File: src/rtl/rhea_reversible_uncompute_pkg.sv
// Shared constants, state encoding and modular-subtraction helpers for the
// RHEA-UCM inverse engine.
package rhea_pkg;

  localparam int MAX_ROUNDS = 8;
  localparam int ROUND_W    = $clog2(MAX_ROUNDS + 1);
  localparam logic [ROUND_W-1:0] MAX_ROUNDS_W = MAX_ROUNDS[ROUND_W-1:0];

  localparam logic [1:0] MODE_BIN  = 2'b00;
  localparam logic [1:0] MODE_TER  = 2'b01;
  localparam logic [1:0] MODE_PENT = 2'b10;
  localparam logic [1:0] MODE_PASS = 2'b11;

  localparam logic [2:0] TER_MAX  = 3'd2;
  localparam logic [2:0] PENT_MAX = 3'd4;

  typedef enum logic [1:0] {
    ST_IDLE,
    ST_RUN,
    ST_DONE
  } state_t;

  // x - y computed as x + (r - y) with one conditional subtract of r
  function automatic logic [2:0] sub_mod3(input logic [2:0] x, input logic [2:0] y);
    logic [3:0] t;
    t = {1'b0, x} + (4'd3 - {1'b0, y});
    if (t >= 4'd3) t = t - 4'd3;
    return t[2:0];
  endfunction

  function automatic logic [2:0] sub_mod5(input logic [2:0] x, input logic [2:0] y);
    logic [3:0] t;
    t = {1'b0, x} + (4'd5 - {1'b0, y});
    if (t >= 4'd5) t = t - 4'd5;
    return t[2:0];
  endfunction

endpackage

File: src/rtl/rhea_reversible_uncompute_if.sv
// Request/response bundle of the inverse engine: valid/ready request with the
// gate-output triple, and valid/ready result with the recovered triple.
interface rhea_reversible_uncompute_if ();
  import rhea_pkg::*;

  logic               in_valid;
  logic               in_ready;
  logic [1:0]         mode;
  logic [ROUND_W-1:0] rounds;
  logic [2:0]         A_in;
  logic [2:0]         B_in;
  logic [2:0]         G_in;
  logic               out_valid;
  logic               out_ready;
  logic [2:0]         A_out;
  logic [2:0]         B_out;
  logic [2:0]         G_out;
  logic               err;
  logic               busy;

  modport master (
    output in_valid, mode, rounds, A_in, B_in, G_in, out_ready,
    input  in_ready, out_valid, A_out, B_out, G_out, err, busy
  );

  modport slave (
    input  in_valid, mode, rounds, A_in, B_in, G_in, out_ready,
    output in_ready, out_valid, A_out, B_out, G_out, err, busy
  );

endinterface

File: src/rtl/rhea_reversible_uncompute_round.sv
// One combinational inverse round of the reversible gate; B is recovered first
// and the new B is used to recover G.
module rhea_inverse_round (
  input  logic [1:0] i_mode,
  input  logic [2:0] i_a,
  input  logic [2:0] i_b,
  input  logic [2:0] i_g,
  output logic [2:0] o_a,
  output logic [2:0] o_b,
  output logic [2:0] o_g
);
  import rhea_pkg::*;

  logic [2:0] w_b;

  always_comb begin
    o_a = i_a;
    w_b = i_b;
    o_g = i_g;
    case (i_mode)
      MODE_TER: begin
        o_a = {1'b0, i_a[1:0]};
        w_b = sub_mod3({1'b0, i_b[1:0]}, {1'b0, i_a[1:0]});
        o_g = sub_mod5(i_g, w_b);
      end
      MODE_PENT: begin
        w_b = sub_mod5(i_b, i_a);
        o_g = sub_mod5(i_g, w_b);
      end
      default: ;
    endcase
    o_b = w_b;
  end

endmodule

File: src/rtl/rhea_reversible_uncompute.sv
// Sequential uncompute engine: latches a gate-output triple, applies N inverse
// rounds one per cycle through rhea_inverse_round, and returns the original.
module rhea_reversible_uncompute (
  input logic                         clk,
  input logic                         rst_n,
  rhea_reversible_uncompute_if.slave  bus
);
  import rhea_pkg::*;

  state_t             r_state;
  state_t             w_next;
  logic [1:0]         r_mode;
  logic [ROUND_W-1:0] r_cnt;
  logic [2:0]         r_a;
  logic [2:0]         r_b;
  logic [2:0]         r_g;
  logic               r_err;

  logic               w_accept;
  logic               w_err;
  logic               w_direct;
  logic [2:0]         w_ra;
  logic [2:0]         w_rb;
  logic [2:0]         w_rg;

  assign w_accept = bus.in_valid && (r_state == ST_IDLE);

  always_comb begin
    w_err = 1'b0;
    case (bus.mode)
      MODE_BIN:  w_err = 1'b1;
      MODE_TER:  w_err = (bus.A_in > TER_MAX) || (bus.B_in > TER_MAX) || (bus.G_in > PENT_MAX);
      MODE_PENT: w_err = (bus.A_in > PENT_MAX) || (bus.B_in > PENT_MAX) || (bus.G_in > PENT_MAX);
      default:   w_err = 1'b0;
    endcase
    if (bus.rounds > MAX_ROUNDS_W) w_err = 1'b1;
  end

  // Errors, pass-through and zero rounds skip RUN and return the inputs as-is
  assign w_direct = w_err || (bus.mode == MODE_PASS) || (bus.rounds == '0);

  rhea_inverse_round u_round (
    .i_mode (r_mode),
    .i_a    (r_a),
    .i_b    (r_b),
    .i_g    (r_g),
    .o_a    (w_ra),
    .o_b    (w_rb),
    .o_g    (w_rg)
  );

  always_ff @(posedge clk or negedge rst_n) begin
    if (!rst_n) r_state <= ST_IDLE;
    else        r_state <= w_next;
  end

  always_comb begin
    w_next = r_state;
    case (r_state)
      ST_IDLE: if (w_accept) w_next = w_direct ? ST_DONE : ST_RUN;
      ST_RUN:  if (r_cnt == ROUND_W'(1)) w_next = ST_DONE;
      ST_DONE: if (bus.out_ready) w_next = ST_IDLE;
      default: w_next = ST_IDLE;
    endcase
  end

  always_comb begin
    bus.in_ready  = (r_state == ST_IDLE);
    bus.out_valid = (r_state == ST_DONE);
    bus.busy      = (r_state != ST_IDLE);
  end

  always_ff @(posedge clk or negedge rst_n) begin
    if (!rst_n) begin
      r_mode <= MODE_BIN;
      r_cnt  <= '0;
      r_a    <= '0;
      r_b    <= '0;
      r_g    <= '0;
      r_err  <= 1'b0;
    end else begin
      case (r_state)
        ST_IDLE: begin
          if (w_accept) begin
            r_mode <= bus.mode;
            r_a    <= bus.A_in;
            r_b    <= bus.B_in;
            r_g    <= bus.G_in;
            r_err  <= w_err;
            r_cnt  <= w_direct ? '0 : bus.rounds;
          end
        end
        ST_RUN: begin
          r_a   <= w_ra;
          r_b   <= w_rb;
          r_g   <= w_rg;
          r_cnt <= r_cnt - ROUND_W'(1);
        end
        default: ;
      endcase
    end
  end

  assign bus.A_out = r_a;
  assign bus.B_out = r_b;
  assign bus.G_out = r_g;
  assign bus.err   = r_err;

endmodule

File: src/flat_wrapper.sv
// flat-port wrapper written by rule: the top's interface ports become plain ports
module rhea_reversible_uncompute_flat import rhea_pkg::*;
  (clk, rst_n, bus_in_valid, bus_mode, bus_rounds, bus_A_in, bus_B_in, bus_G_in, bus_out_ready, bus_in_ready, bus_out_valid, bus_A_out, bus_B_out, bus_G_out, bus_err, bus_busy);
  rhea_reversible_uncompute_if bus_i ();
  input logic clk;
  input logic rst_n;
  input wire logic [$bits(bus_i.in_valid)-1:0] bus_in_valid;
  input wire logic [$bits(bus_i.mode)-1:0] bus_mode;
  input wire logic [$bits(bus_i.rounds)-1:0] bus_rounds;
  input wire logic [$bits(bus_i.A_in)-1:0] bus_A_in;
  input wire logic [$bits(bus_i.B_in)-1:0] bus_B_in;
  input wire logic [$bits(bus_i.G_in)-1:0] bus_G_in;
  input wire logic [$bits(bus_i.out_ready)-1:0] bus_out_ready;
  output wire logic [$bits(bus_i.in_ready)-1:0] bus_in_ready;
  output wire logic [$bits(bus_i.out_valid)-1:0] bus_out_valid;
  output wire logic [$bits(bus_i.A_out)-1:0] bus_A_out;
  output wire logic [$bits(bus_i.B_out)-1:0] bus_B_out;
  output wire logic [$bits(bus_i.G_out)-1:0] bus_G_out;
  output wire logic [$bits(bus_i.err)-1:0] bus_err;
  output wire logic [$bits(bus_i.busy)-1:0] bus_busy;
  assign bus_i.in_valid = bus_in_valid;
  assign bus_i.mode = bus_mode;
  assign bus_i.rounds = bus_rounds;
  assign bus_i.A_in = bus_A_in;
  assign bus_i.B_in = bus_B_in;
  assign bus_i.G_in = bus_G_in;
  assign bus_i.out_ready = bus_out_ready;
  assign bus_in_ready = bus_i.in_ready;
  assign bus_out_valid = bus_i.out_valid;
  assign bus_A_out = bus_i.A_out;
  assign bus_B_out = bus_i.B_out;
  assign bus_G_out = bus_i.G_out;
  assign bus_err = bus_i.err;
  assign bus_busy = bus_i.busy;
  rhea_reversible_uncompute u_core (.clk(clk), .rst_n(rst_n), .bus(bus_i));
endmodule
File: config.mk
export PLATFORM = sky130hd
export DESIGN_NAME = rhea_reversible_uncompute_flat
export DESIGN_NICKNAME = d
export VERILOG_FILES = /design/src/rtl/rhea_reversible_uncompute_pkg.sv /design/src/rtl/rhea_reversible_uncompute_if.sv /design/src/rtl/rhea_reversible_uncompute_round.sv /design/src/rtl/rhea_reversible_uncompute.sv /design/src/flat_wrapper.sv
export SDC_FILE = /design/constraint.sdc
export NUM_CORES = 1
export LEC_CHECK = 0
export CAP_MARGIN = 10
export CORE_UTILIZATION = 39
export DETAILED_ROUTE_END_ITERATION = 16
export PLACE_DENSITY = 0.73
export SYNTH_ARGS = -nofsm -noshare
export SYNTH_HDL_FRONTEND = slang
export SYNTH_SLANG_ARGS = --single-unit
File: constraint.sdc
create_clock -name clk -period 11.9 [get_ports clk]
set_input_delay 2.38 -clock clk [delete_from_list [all_inputs] [get_ports clk]]
set_output_delay 2.38 -clock clk [all_outputs]
set_load 0.01 [all_outputs]
======== After elaboration in Yosys (flattened, before gate mapping) ========
Cells that the tools add are included.
operators by class
  equality and inequality tests ........... 13
  shifts and indexed selects .............. 0
  multipliers ............................. 0
  div/mod/pow operators ................... 0
  reductions and logical operators ........ 18
  magnitude comparators ................... 10
  multiplexer cells ....................... 25
  $add $sub $neg .......................... 13
  bitwise logic cells ..................... 1
operators by type and width
  kind                   count
  $mux W3                10
  $pmux W3 S2            5
  $add A3 B4 Y4          3
  $ge A4 B3 Y1 const B   3
  $reduce_and A3 Y1      4
  $sub A3 B3 Y4 const A  3
  $gt A3 B3 Y1 const B   3
  $sub A3 B3 Y3 const B  3
  $eq A2 B2 Y1 const B   4
  $mux W2                4
  $mux W4                2
  $pmux W4 S2            1
  $eq A2 B1 Y1 const B   3
  $gt A3 B2 Y1 const B   2
  $logic_or A1 B1 Y1     6
  $pmux W2 S3            1
  $add A2 B4 Y4          1
  $eq A4 B1 Y1 const B   1
  $ge A4 B2 Y1 const B   1
  $gt A4 B4 Y1 const B   1
  $logic_not A2 Y1       2
  $logic_not A4 Y1       1
  $ne A2 B1 Y1 const B   2
  $ne A2 B2 Y1 const B   2
  10 further kinds       12
word-level totals
  register bits after elaboration ......... 18
  logic and storage cells ................. 88
  memory bits (read-only) ................. 0
  memory bits (writable) .................. 0
  memories kept ........................... 0
  bits of input ports ..................... 19
  output and inout port bits .............. 13
  latch bits .............................. 0

======== Depth between registers and ports, before layout ========
  word-level depth ........................ 11
  gate-level depth with buffers ........... 19
  mapped depth without buffers ............ 19

======== Cells and area by module ========
From an unflattened synthesis, not the netlist that was laid out.
unflattened totals
  cell total of the unflattened synthesis .. 220
  area, all modules ....................... 1,933.1 sq um
modules (own cells, without submodules)
  module                     times used  cells each  sequential area each (sq um)  area each (sq um)
  rhea_reversible_uncompute  1           120         450.4                         1,131.1
  rhea_inverse_round         1           100         0.0                           802.0

======== Worst setup path after synthesis ========
No wires, ideal clock.
  kind .................................... register to register
  from .................................... reg u_core.r_b[1] (netlist: u_core.bus.B_out[1])
  to ...................................... reg u_core.r_g[1] (netlist: u_core.bus.G_out[1])
  path slack .............................. 7,991 ps
  cell stages (with the launch flop) ...... 19
  required time ........................... 11,748 ps
  clock period less this slack ............ 3,909 ps
  library setup time ...................... 152 ps
  buffers on the path ..................... 0
  data arrival time ....................... 3,757 ps
  path through ............................ dfrtp_1 > inv_1 > ha_1 > inv_1 > ha_1 > fa_1 > xnor2_1 > a21boi_2 > mux2i_1 > inv_1 > ha_1 > inv_1 > ha_1 > fa_1 > xor2_1 > a21oi_1 > mux2_2 > nand4_1 > o311ai_0
on the way
  cells in the longest elaborated chain, start to end .. 10
  elaborated cells on any way between the ends .. 22
  those cells by class .................... add/sub (10); order compare (4); mux (8)
RTL lines
  what                                            line                                                                      text
  start, declared                                 rhea_reversible_uncompute.sv:15                                           logic [2:0] r_b;
  start signal, assigned                          rhea_reversible_uncompute.sv:87                                           r_b <= bus.B_in;
  start signal, assigned                          rhea_reversible_uncompute.sv:95                                           r_b <= w_rb;
  $add A3 B4 Y4 or $add A2 B4 Y4 (tied branches)  rhea_reversible_uncompute_pkg.sv:33, rhea_reversible_uncompute_pkg.sv:26
  $ge A4 B3 Y1, or another cell as far along      rhea_reversible_uncompute_pkg.sv:34                                       if (t >= 4'd5) t = t - 4'd5;
  $mux W3 (on tied branches)                      rhea_reversible_uncompute_pkg.sv:34, rhea_reversible_uncompute_pkg.sv:27
  $mux W3                                         rhea_reversible_uncompute_round.sv:20                                     case (i_mode)
  $sub A3 B3 Y4                                   rhea_reversible_uncompute_pkg.sv:33                                       t = {1'b0, x} + (4'd5 - {1'b0, y});
  $add A3 B4 Y4                                   rhea_reversible_uncompute_pkg.sv:33
  $ge A4 B3 Y1 or $sub A3 B3 Y3 (tied branches)   rhea_reversible_uncompute_pkg.sv:34
  $mux W3                                         rhea_reversible_uncompute_pkg.sv:34
  $pmux W3 S2 *                                   rhea_reversible_uncompute_round.sv:20
  $pmux W3 S2 *                                   rhea_reversible_uncompute.sv:82                                           case (r_state)
  end signal, assigned                            rhea_reversible_uncompute.sv:88                                           r_g <= bus.G_in;
  end signal, assigned                            rhea_reversible_uncompute.sv:96                                           r_g <= w_rg;
  end, declared                                   rhea_reversible_uncompute.sv:16                                           logic [2:0] r_g;
Every way passes the cells marked *; elsewhere a longest branch is shown, timed or not. The select of a mux whose other input is x is not followed.
A chain may end at the register's enable or synchronous reset.

======== Worst setup path in the final report ========
Same ends and word-level chain as after synthesis.

==> metrics.md <==
| Metric | Value |
|---|---|
| Hold Fails Final Rpt | `0` |
| Die Ht | `67.6 um` |
| Fin Setup TNS | `0 ns` |
| Port bufs | `31` |
| Row count | `23` |
| Synthesized netlist cell count | `194` |
| DR DRC count | `0` |
| Max-slew violations | `0` |
| RSZ-0062 raised after global routing | `no` |
| Initial DRC Count | `100` |
| First-pass GRT wire length | `6330 um` |
| Min-delay worst type | `reg -> reg` |
| Tcrit/Tclk final | `34.9%` |
| Max-cap violations | `0` |
| Initial core utilization | `41.4%` |
| Drt wl/cell | `13.5 um` |
| Post-synth EDFFs | `0` |
| Syn Area/Cell | `8.65 um^2` |
| Final min period | `4.16 ns` |
| Commonest non-fill, non-tap cells in the layout | `32 x inv_1, 31 x clkdlybuf4s50_1, 26 x ha_1` |
| Via count | `1,416` |
| Mapped Area | `0.00168 mm^2` |
| Distinct cells, synth | `39` |
| Sink Count | `18` |
| Top-level I/O count | `32` |
| Status | `completed` |
| Post-CTS setup buffers | `0` |
| Nets@finish | `274` |
| Slew HR | `45.5%` |
| Flops & latches, synth | `18` |
| Ys Warns | `0` |
| # setup viols final | `0` |
| Crit end category | `flip-flop` |
| Total track usage | `18.3%` |
| Die Wd | `67.6 um` |
| Core Box Area | `0.00406 mm^2` |
| Final wirelength | `3700 um` |
| CTS max path bufs | `2` |
| Vias in the first global route | `1,380` |
| Area Overhead vs Synth | `24.3%` |
| Achievable frequency | `241 MHz` |
| Post-CTS resize count | `0` |
| H-tree levels | `1` |
| Crit path required time | `12.01 ns` |
| CTS root buf | `clkbuf_8` |
| Clock Skew | `0.00284 ns` |
| CP Max Fanout | `3` |
| Critical Path Start Type | `flip-flop` |
| DRT antenna net count | `0` |
| CTS clk-pin slew, worst paths | `0.07 ns` |
| DRT Pass-1 Iters | `4` |
| FFs w/ async S/R, synth | `100%` |
| DP Wirelength | `2940 um` |
| Share of cells above drive strength 1 | `4.02%` |
| Crit Path Class | `reg -> reg` |
| Seq/Total Area, Yosys | `26.8%` |
| WP data arrival | `4.26 ns` |
| Gr ovfl total | `0` |
| Clk Latency, worst-skew pair | `0.25 ns` |
| Most used DFF post-synth | `dfrtp_1` |
| Largest net degree at the start of global routing | `19` |
| Final GP Congestion | `0.817` |
| Hold Buf Count CTS | `0` |
| TritonCTS clock tree | `yes` |
| Via density | `5.17` |
| Worst-margin pin slew | `0.814 ns` |
| Commonest non-fill, non-tap cell in the layout | `inv_1` |
| CTS buffer count | `3` |
| Antenna diode count | `0` |
| Initial antenna violation count | `0` |
| Synthesized Nets | `243` |
| Die area | `0.00457 mm^2` |
-- synthesized netlist by cell type, drive strengths merged (4+ instances only) --
library cell	count	area, um^2
inv	32	120
ha	26	325
dfrtp	18	450
nand2	15	56.3
o21ai	14	70.1
nor2	12	45.0
a21oi	7	35.0
xnor2	6	52.6
a31oi	5	31.3
nand2b	5	31.3
clkbuf	4	15.0
fa	4	80.1
mux2i	4	40.0
nor3	4	20.0
-- final timing paths --
check	startpoint	to	slack [ns]	depth (start not counted)
max	u_core.bus.B_out[1]	u_core.bus.G_out[1]	7.74	18
min	u_core.bus.err	u_core.bus.err	0.54	2
max in group asynchronous	rst_n	u_core.bus.B_out[1]	8.80	1
max reg2reg	u_core.bus.B_out[1]	u_core.bus.G_out[1]	7.74	18
min reg2reg	u_core.bus.err	u_core.bus.err	0.54	2
min in group asynchronous	rst_n	u_core.bus.err	2.60	1
-- worst max-delay path, stage by stage (launching register included) --
cell      delay (ns)
dfrtp_1         0.40
inv_1           0.08
ha_1            0.27
inv_1           0.04
ha_1            0.20
fa_1            0.38
xnor2_1         0.20
a21boi_2        0.24
mux2i_1         0.27
inv_1           0.07
ha_1            0.28
inv_1           0.04
ha_1            0.20
fa_1            0.37
xor2_1          0.17
a21oi_1         0.21
mux2_2          0.37
nand4_1         0.08
o311ai_0        0.13
-- cell type report --
cell class | instances | area [um^2]
clock buffer | 4 | 55.1
fill | 407 | 1970
tap | 50 | 62.6
inverter | 32 | 120
multi-input combinational | 139 | 1090
sequential | 18 | 450
timing repair buffer | 31 | 310
-- per-stage QoR --
stage,setup slack [ns],util (%),cells,instance area [um^2],hold slack [ns]
2_1_floorplan,7.99,-,194,1680,0.487
3_3_place_gp,7.62,50.0,270,2030,0.520
3_5_place_dp,7.57,50.0,270,2030,0.526
4_1_cts,7.72,51.4,274,2090,0.541
5_1_grt,7.35,51.4,274,2090,0.570
6_report,7.74,51.4,274,2090,0.539
-- sequential cells by signal, summed over array words and instances, names as in the netlist --
name / cells
u_core.bus.G_out: 3
u_core.r_state: 2
u_core.bus.err: 1
u_core.r_cnt: 4
u_core.bus.B_out: 3
u_core.r_mode: 2
u_core.bus.A_out: 3
-- logic make-up (layout without fill, tap and decap cells) --
| logic type | Yosys count | count (layout) | share of synthesized area (%) |
|---|---|---|---|
| buffers and inverters | 37 | 67 | 8.35 |
| adder cells (fa/ha/maj) | 30 | 30 | 24.2 |
| flip-flops | 18 | 18 | 26.8 |
| AO/OA/AOI/OAI | 46 | 46 | 18.3 |
| multiplexers | 7 | 7 | 4.40 |
| XOR/XNOR | 9 | 9 | 4.70 |
| AND/OR/NAND/NOR | 47 | 47 | 13.2 |
-- routing by layer --
metal  share of wire [%]  GRT usage [%]
met3                 3.4           3.21
met5                   0              0
met1                  50           25.6
met4                   0           1.60
met2                  47           30.3
Power is not shown: default switching activity piles up to over one toggle a cycle in this logic, so the estimate is an artifact.
